===== config.mk =====
export PLATFORM = sky130hd
export DESIGN_NAME = id_operand_stage
export DESIGN_NICKNAME = d
export VERILOG_FILES = /design/src/rtl/id_operand_stage.sv
export SDC_FILE = /design/constraint.sdc
export NUM_CORES = 1
export LEC_CHECK = 0
export CAP_MARGIN = 10
export CORE_AREA = 2 2 157 159
export DETAILED_ROUTE_END_ITERATION = 6
export DIE_AREA = 0 0 159 161
export SLEW_MARGIN = 5
export SYNTH_ARGS = -nofsm -noshare
export SYNTH_HDL_FRONTEND = slang
export SYNTH_SLANG_ARGS = --single-unit

===== constraint.sdc =====
create_clock -name clk -period 4.2 [get_ports clk]
set_input_delay 1.26 -clock clk [delete_from_list [all_inputs] [get_ports clk]]
set_output_delay 1.26 -clock clk [all_outputs]
set_load 0.005 [all_outputs]

===== src/rtl/id_operand_stage.sv =====
// id_operand_stage: IF/ID pipeline register, instruction hold buffer, priority operand
// bypass with $zero protection, load-use interlock and saturating stall counter.
module id_operand_stage #(
  parameter int DATA_W  = 32,
  parameter int PC_W    = 32,
  parameter int REG_AW  = 5,
  parameter int NUM_FWD = 3,
  parameter int CNT_W   = 16
)(
  input  logic                      clk,
  input  logic                      rst,
  input  logic                      flush,
  input  logic                      stall_id,
  input  logic                      if_valid,
  input  logic [PC_W-1:0]           if_pc,
  input  logic [31:0]               inst_in,
  input  logic                      use_rs,
  input  logic                      use_rt,
  input  logic [NUM_FWD-1:0]        fwd_we,
  input  logic [NUM_FWD-1:0]        fwd_is_load,
  input  logic [NUM_FWD*REG_AW-1:0] fwd_waddr,
  input  logic [NUM_FWD*DATA_W-1:0] fwd_wdata,
  input  logic [DATA_W-1:0]         rf_rdata1,
  input  logic [DATA_W-1:0]         rf_rdata2,
  output logic [REG_AW-1:0]         rf_raddr1,
  output logic [REG_AW-1:0]         rf_raddr2,
  output logic                      id_valid,
  output logic [PC_W-1:0]           id_pc,
  output logic [31:0]               id_inst,
  output logic [DATA_W-1:0]         rdata1,
  output logic [DATA_W-1:0]         rdata2,
  output logic                      stallreq,
  output logic [CNT_W-1:0]          stall_cycles
);
  typedef enum logic {LIVE, HELD} state_t;
  state_t state;
  logic valid_r;
  logic [PC_W-1:0] pc_r;
  logic [31:0] hold_inst;
  logic [REG_AW-1:0] rs, rt;
  logic ld1, ld2;
  assign id_inst = state == HELD ? hold_inst : inst_in;
  assign rs = id_inst[25:21];
  assign rt = id_inst[20:16];
  assign rf_raddr1 = rs;
  assign rf_raddr2 = rt;
  assign id_pc = pc_r;
  assign id_valid = valid_r & ~stall_id & ~stallreq;
  // Walk oldest to youngest so the lowest matching index wins; the winner's load flag decides the interlock.
  always_comb begin
    rdata1 = rf_rdata1;
    rdata2 = rf_rdata2;
    ld1 = 1'b0;
    ld2 = 1'b0;
    for (int i = NUM_FWD - 1; i >= 0; i--) begin
      if (fwd_we[i] && fwd_waddr[i*REG_AW +: REG_AW] == rs) begin
        rdata1 = fwd_wdata[i*DATA_W +: DATA_W];
        ld1 = fwd_is_load[i];
      end
      if (fwd_we[i] && fwd_waddr[i*REG_AW +: REG_AW] == rt) begin
        rdata2 = fwd_wdata[i*DATA_W +: DATA_W];
        ld2 = fwd_is_load[i];
      end
    end
    if (rs == '0) begin
      rdata1 = '0;
      ld1 = 1'b0;
    end
    if (rt == '0) begin
      rdata2 = '0;
      ld2 = 1'b0;
    end
  end
  assign stallreq = valid_r & ~flush & ((use_rs & ld1) | (use_rt & ld2));
  always_ff @(posedge clk) begin
    if (rst) begin
      valid_r <= 1'b0;
      pc_r <= '0;
    end else if (flush) begin
      valid_r <= 1'b0;
    end else if (!stall_id) begin
      valid_r <= if_valid;
      pc_r <= if_pc;
    end
  end
  always_ff @(posedge clk) begin
    if (rst) begin
      state <= LIVE;
      hold_inst <= '0;
    end else if (state == LIVE) begin
      if (stall_id && !flush) begin
        state <= HELD;
        hold_inst <= inst_in;
      end
    end else if (!stall_id || flush) begin
      state <= LIVE;
    end
  end
  always_ff @(posedge clk) begin
    if (rst) stall_cycles <= '0;
    else if (stallreq && stall_cycles != '1) stall_cycles <= stall_cycles + 1'b1;
  end
endmodule


==> out/qor.yml, run 1 <==
ys_warn_count: 0
clock_sinks: 82
whs_path_depth: 2
rows: 57
grt_max_degree: 54
synth-edff-count: 0
area.growth.synth_to_final_pct: 114
hold_path_class: "flip-flop to flip-flop"
power.total_mw: 2.64
synth.area.top_cells: "dfxtp_1, mux2i_1, a21oi_1"
mostFrequentLayoutCells: "clkdlybuf4s50_1, nand2_1, nor2_1, a21oi_1, mux2i_1"
clockBufferDepth: 2
drt-pass1-iter-count: 5
final_antenna_net_count: 0
hold_slack_ns: 0.452
arrival_ns: 3.32
drt-total-wl_um: 34100
port_buffers: 407
ys_ff_latch: 82
r2r_cells: 20
cts.clk_slew.worst_paths_ns: 0.07
dieArea_sq_um: 25600
fp.dieW_um: 159
fin_worst_skew_ns: 0.0145
fin_ws_ns: -0.381
syn_area_per_cell_sq_um: 7.37
worstSetupStartpointType: "primary input"
avgViaCountPerCell: 4.94
pwr-share-clk: 0.306
end_kind: "primary output"
hold_buffers: 0
drt_iter0_markers: 562
crit_buf_inv: 5
cts_tree: "yes"
max_stage_delay_ns: 0.48
place_congestion: 0.943
r2r_end: "stall_cycles[10]$_SDFFE_PP0P_"
syn_nets: 1112
clock_latency_ns: 0.33
r2r_start: "state$_SDFF_PP0_"
powerDensity_nw_per_um2: 195
crit_family: "buffers and inverters"
pwr-share-comb: 0.383
grt_first_pass_wirelength_um: 48400
clockRootBuffer: "clkbuf_16"
dp_slack_ns: -1.03
drive_gt1_frac: 0.326
min_from: "hold_inst[7]$_SDFFE_PP0P_"
drv_slew: 0
yosysUniqueCellTypes: 52
crit_chain: "clkdlybuf4s50_1 -> buf_4 -> xor2_1 -> and3_4 -> buf_12 -> a211o_4 -> nand3_4 -> nand2_4 -> buf_6 -> nor3b_2 -> buf_2"
avgRoutedWirePerCell_um: 19.9
nets: 1636
maxSlewHeadroom: 0.541
cts_buffers: 9
cp.required_ns: 2.94
outcome: "finished with violations"
cpMaxStageDelayCell: "clkdlybuf4s50_1"
hold_path_end: "hold_inst[7]$_SDFFE_PP0P_"
violations: "setup timing"
grt_pass1_vias: 8307
p_int_mw: 1.88
period_share: 1.09
io_pins: 408
path_max_fanout: 3
finalSetupViolCount: 66
vias: 8492
async_flop_share: 0
synth_top_cell_area_share: 0.259
dpl.hpwl_um: 22900
seqPwrFrac: 0.311
r2r_setup_slack_ns: 0.46
worst-setup-path-type: "primary input to primary output"
grt_overflow: 0
yosysSeqAreaShare: 0.259
fmax_ghz: 0.218
antenna_found_initial: 6
period_needed_ns: 4.58
rsz0062_at_grt: "true"
drc: 0
peakVddDrop_uv: 191
worst_slew_pin_slew_ns: 0.688
drv_cap: 0
start_util: 0.264
core_area_sq_um: 24000
dominantRegCellSynth: "dfxtp_1"
p_sw_frac: 0.288
grt_use_total: 0.242
yosys.area.top_type: "dfxtp_1"
die_height_um: 161
synth_cells: 859
leakage_nw: 5.83
fillers: 2159
final_util: 0.566
p_sw_uw: 760
tns_ns: -16.85
netlist_area_sq_um: 6330
hold_viol: 0
htreeDepth: 3
layout_commonest_cell: "clkdlybuf4s50_1"
==> layer usage <==
| metal | track usage | up-vias | part of all wire |
|---|---|---|---|
| li1 | - | 4008 | - |
| met3 | 0.0596 | 73 | 0.074 |
| met1 | 0.278 | 4011 | 0.38 |
| met2 | 0.425 | 400 | 0.50 |
| met5 | 0 | - | 0 |
| met4 | 0.110 | 0 | 0.040 |
==> power by group through the flow <==
stage          Clock (mW)  Sequential [mW]  Combinational [mW]
6_report            0.809            0.822                1.01
2_1_floorplan           0            0.838               0.307
3_3_place_gp            0            0.837               0.883
4_1_cts             0.830            0.822               0.924
5_1_grt             0.861            0.825                1.07
3_5_place_dp            0            0.839               0.885
==> worst max path at each step <==
stage | start | to | cells past startpoint
5_1_grt | inst_in[24] | id_valid | 14
2_1_floorplan | inst_in[21] | rdata1[10] | 10
3_3_place_gp | inst_in[24] | rdata1[24] | 12
6_report | fwd_waddr[0] | id_valid | 11
3_5_place_dp | inst_in[23] | rdata1[21] | 11
4_1_cts | inst_in[23] | stall_cycles[10]$_SDFFE_PP0P_ | 25
==> cell usage after synthesis, types with 5 or more instances <==
| cell type | instances |
|---|---|
| buf_4 | 10 |
| dfxtp_1 | 82 |
| nand2_1 | 136 |
| xnor2_1 | 31 |
| nand3_1 | 9 |
| nor3_1 | 8 |
| nand4_1 | 5 |
| a21oi_1 | 133 |
| xor2_1 | 6 |
| mux2_2 | 22 |
| mux2i_1 | 100 |
| inv_1 | 12 |
| a211oi_1 | 32 |
| buf_1 | 18 |
| clkbuf_1 | 43 |
| nor2_1 | 147 |
==> cell families (layout without fill, tap and decap cells) <==
group | after synthesis | in the layout | synth area share
muxes | 134 | 134 | 0.227
AOI/OAI and AO/OA | 180 | 180 | 0.170
xor gates and xnor gates | 37 | 37 | 0.0512
other | 0 | 6 | 0
adders and majority gates | 1 | 1 | 0.00198
buffers and inverters | 85 | 614 | 0.0587
DFF | 82 | 82 | 0.259
and+or+nand+nor | 340 | 340 | 0.232
==> sequential cells by signal, summed over array words and instances, names as in the netlist <==
name / count
hold_inst: 32
id_pc: 32
stall_cycles: 16
state: 1
valid_r: 1
==> worst register-to-register path, cell delays in order, from the launching register on <==
cell     delay (ns)
dfxtp_2        0.34
buf_12         0.19
mux2i_4        0.29
buf_6          0.13
buf_6          0.11
xnor2_4        0.08
nor4_4         0.30
and3_4         0.28
buf_12         0.12
a211o_4        0.13
nand3_4        0.09
buf_4          0.16
buf_6          0.10
buf_4          0.11
buf_4          0.12
buf_4          0.12
buf_4          0.12
buf_4          0.16
a21oi_4        0.20
and3_4         0.22
mux2_4         0.29
==> through the flow <==
stage / std cells / cell area [sq um]
after floorplan: 859 / 6330
after global placement: 1588 / 11200
after detailed placement: 1588 / 11200
after CTS: 1682 / 12700
after global routing: 1718 / 13600
final: 1718 / 13600
==> area by class of cell <==
class | instances | area (sq um) | share of cell area
Inverter | 12 | 45.0 | 0.00332
Sequential cell | 82 | 1640 | 0.121
Multi-Input combinational cell | 692 | 5230 | 0.385
Clock buffer | 11 | 243 | 0.0179
Tap cell | 324 | 405 | 0.0299
Timing Repair Buffer | 586 | 5930 | 0.437
Antenna cell | 6 | 15.0 | 0.00111
Clock inverter | 5 | 60.1 | 0.00443
==> what timing repair did <==
action,CTS,global route
pin swaps,60,47
resized for setup,457,177
endpoints found under the setup margin,66,77
buffers inserted,71,43
cloned,11,6
No activity file was read; power rests on OpenSTA's default activity.
==> run 2: changes to the inputs <==
Settings changed: SLEW_MARGIN 5 to 20.
==> results of run 2 <==
The final DEF is identical to that of run 1; final timing and power are the same.
==> run 3: changes to the inputs <==
--- a/constraint.sdc
+++ b/constraint.sdc
@@ -3,2 +3,2 @@
 set_output_delay 1.26 -clock clk [all_outputs]
-set_load 0.005 [all_outputs]
+set_load 0.02 [all_outputs]
==> run 3 against run 2 <==
Against the previous run:
- the run still ends with setup timing left
- final area rose by 5.0%
- clock skew about the same
- global-route usage grew 1.6 points
- via count grew 0.25%
- non-clock buffer count is the same
- register-to-register slack improved by 0.51 ns
- routed wire length increased by 3.7%
- critical path depth is 5 higher
- utilization rose by 2.8 points
- sequential power about the same
- sequential cell count did not move
- total power increased by 9.6%
- critical endpoint is now rdata2[29]
- highest routed layer is now met5
==> out/qor.yml, run 3 (same netlist as run 1, synthesis figures left out) <==
period_share: 1.12  # +0.0260
cp.required_ns: 2.94  # about the same
avgRoutedWirePerCell_um: 20.6  # +3.7%
path_max_fanout: 5  # +2
max_stage_delay_ns: 0.23  # -0.25 ns
htreeDepth: 3  # unchanged
outcome: "finished with violations"
grt_use_total: 0.258  # +0.0164
clock_latency_ns: 0.34  # about the same
drv_cap: 0  # unchanged
fp.dieW_um: 159  # unchanged
final_util: 0.595  # +0.0282
nets: 1636  # unchanged
grt_pass1_vias: 8532  # +2.7%
hold_path_class: "flip-flop to flip-flop"
drc: 0  # unchanged
worst-setup-path-type: "primary input to primary output"
dp_slack_ns: -1.12  # -0.0847 ns
grt_first_pass_wirelength_um: 51100  # +5.6%
powerDensity_nw_per_um2: 203  # +4.4%
drt_iter0_markers: 475  # -15%
cts.clk_slew.worst_paths_ns: 0.07  # about the same
r2r_setup_slack_ns: 0.97  # +0.51 ns
leakage_nw: 5.98  # +2.5%
crit_buf_inv: 8  # +3
violations: "setup timing"
whs_path_depth: 2  # unchanged
antenna_found_initial: 7  # +1
cpMaxStageDelayCell: "mux2i_2"
drive_gt1_frac: 0.376  # +0.0504
path_depth: 16  # +5
place_congestion: 0.903  # -4.2%
hold_path_end: "id_pc[14]$_SDFFE_PP0P_"
tns_ns: -22.62  # -5.76 ns
worstSetupStartpointType: "primary input"
clock_sinks: 82  # unchanged
rows: 57  # unchanged
drt-total-wl_um: 35400  # +3.7%
drt-pass1-iter-count: 5  # unchanged
fmax_ghz: 0.213  # -2.3%
worst_slew_pin_slew_ns: 0.652  # -0.0362 ns
clockRootBuffer: "clkbuf_16"
end_kind: "primary output"
cts_buffers: 9  # unchanged
fin_worst_skew_ns: 0.0141  # -0.000380 ns
crit_top_cell: "buf_12"
fin_ws_ns: -0.490  # -0.109 ns
dpl.hpwl_um: 23400  # +2.2%
min_from: "id_pc[14]$_SDFFE_PP0P_"
grt_max_degree: 55  # +1.9%
final_antenna_net_count: 0  # unchanged
hold_viol: 0  # unchanged
finalSetupViolCount: 66  # unchanged
arrival_ns: 3.43  # +0.11 ns
area.growth.synth_to_final_pct: 125
avgViaCountPerCell: 4.96  # +0.31%
mostFrequentLayoutCells: "clkdlybuf4s50_1, nand2_1, buf_6"
grt_overflow: 0  # unchanged
die_height_um: 161  # unchanged
crit_family: "buffers and inverters"
io_pins: 408  # unchanged
r2r_end: "stall_cycles[10]$_SDFFE_PP0P_"
r2r_start: "state$_SDFF_PP0_"
period_needed_ns: 4.69  # +0.109 ns
cts_tree: "yes"
drv_slew: 0  # unchanged
maxSlewHeadroom: 0.565  # +0.0242
port_buffers: 407  # unchanged
core_area_sq_um: 24000  # unchanged
crit_chain: "buf_8 -> mux2i_4 -> buf_6 -> xnor2_2 -> nor3_2 -> buf_4 -> nand3_4 -> buf_12 -> buf_12 -> buf_12 -> buf_12 -> mux2i_2 -> a21oi_2 -> mux2i_1 -> nor2_2 -> buf_6"
layout_commonest_cell: "clkdlybuf4s50_1"
dieArea_sq_um: 25600  # unchanged
peakVddDrop_uv: 239  # +25%
rsz0062_at_grt: "true"
clockBufferDepth: 2  # unchanged
r2r_cells: 14  # -30%
start_util: 0.264  # unchanged
vias: 8513  # +0.25%
[run 3: cell count changes in the layout (fill, tap and decap cells not counted), moves of 4 or more]
cell,change
buf_12,+13
buf_16,+5
buf_2,-65
buf_6,+57
buf_8,-11
clkbuf_16,-4
mux2i_1,-6
mux2i_2,+5
nor2_1,-70
nor2_2,+73
[run 3: routing by layer]
layer,up-vias,GRT usage,part of all wire
li1,4017,-,-
met1,4000,0.301,0.39
met2,407,0.447,0.49
met3,85,0.0686,0.075
met4,4,0.113,0.045
met5,-,0,0.00062
[run 3: metrics by stage]
step	power [mW]	cell area (sq um)	hold slack, ns	instances
after global placement	1.87	11500	0.439	1595
after detailed placement	1.87	11500	0.445	1595
after floorplan	1.29	6550	0.433	859
after global routing	3.02	14200	0.472	1717
final	2.90	14200	0.453	1717
after CTS	2.83	13600	0.454	1696
[run 3: worst max path at each step]
stage / start / endpoint / slack (ns)
3_3_place_gp: inst_in[16] / rdata2[0] / -1.09
2_1_floorplan: inst_in[21] / rdata1[21] / -0.02
6_report: inst_in[16] / rdata2[29] / -0.49
3_5_place_dp: inst_in[16] / rdata2[31] / -1.12
5_1_grt: inst_in[16] / rdata2[29] / -0.55
4_1_cts: inst_in[23] / rdata1[5] / -0.32
[run 3: timing repair]
item	in CTS	in global routing
hold buffers	0	0
setup endpoints to repair	66	66
pin swaps	68	73
endpoints found under the hold margin	0	0
gates resized for setup	614	128
gates cloned	17	1
setup buffers	71	27
[run 3: layout make-up]
class / count / area [sq um]
diodes: 5 / 12.5
repair buffers: 586 / 6430
clock buffers: 11 / 243
multi-input cells: 692 / 5410
fillers: 2095 / 9720
well taps: 324 / 405
flip-flops and latches: 82 / 1640
clock inverters: 5 / 62.6
inverters: 12 / 45.0
[run 3: worst register-to-register path, delay by kind of cell (launching register included)]
| kind | cells | cell delay (ns) |
|---|---|---|
| AOI/OAI and AO/OA | 3 | 0.59 |
| xor gates and xnor gates | 1 | 0.08 |
| buffers and inverters | 5 | 0.78 |
| DFF | 1 | 0.34 |
| muxes | 2 | 0.62 |
| and+or+nand+nor | 3 | 0.72 |
[run 3: where the power goes]
| group | internal (mW) | leakage, nW | switching [mW] | total (mW) |
|---|---|---|---|---|
| sequential | 0.806 | 0.668 | 0.0159 | 0.822 |
| combinational | 0.691 | 5.17 | 0.573 | 1.26 |
| clock | 0.480 | 0.142 | 0.329 | 0.809 |
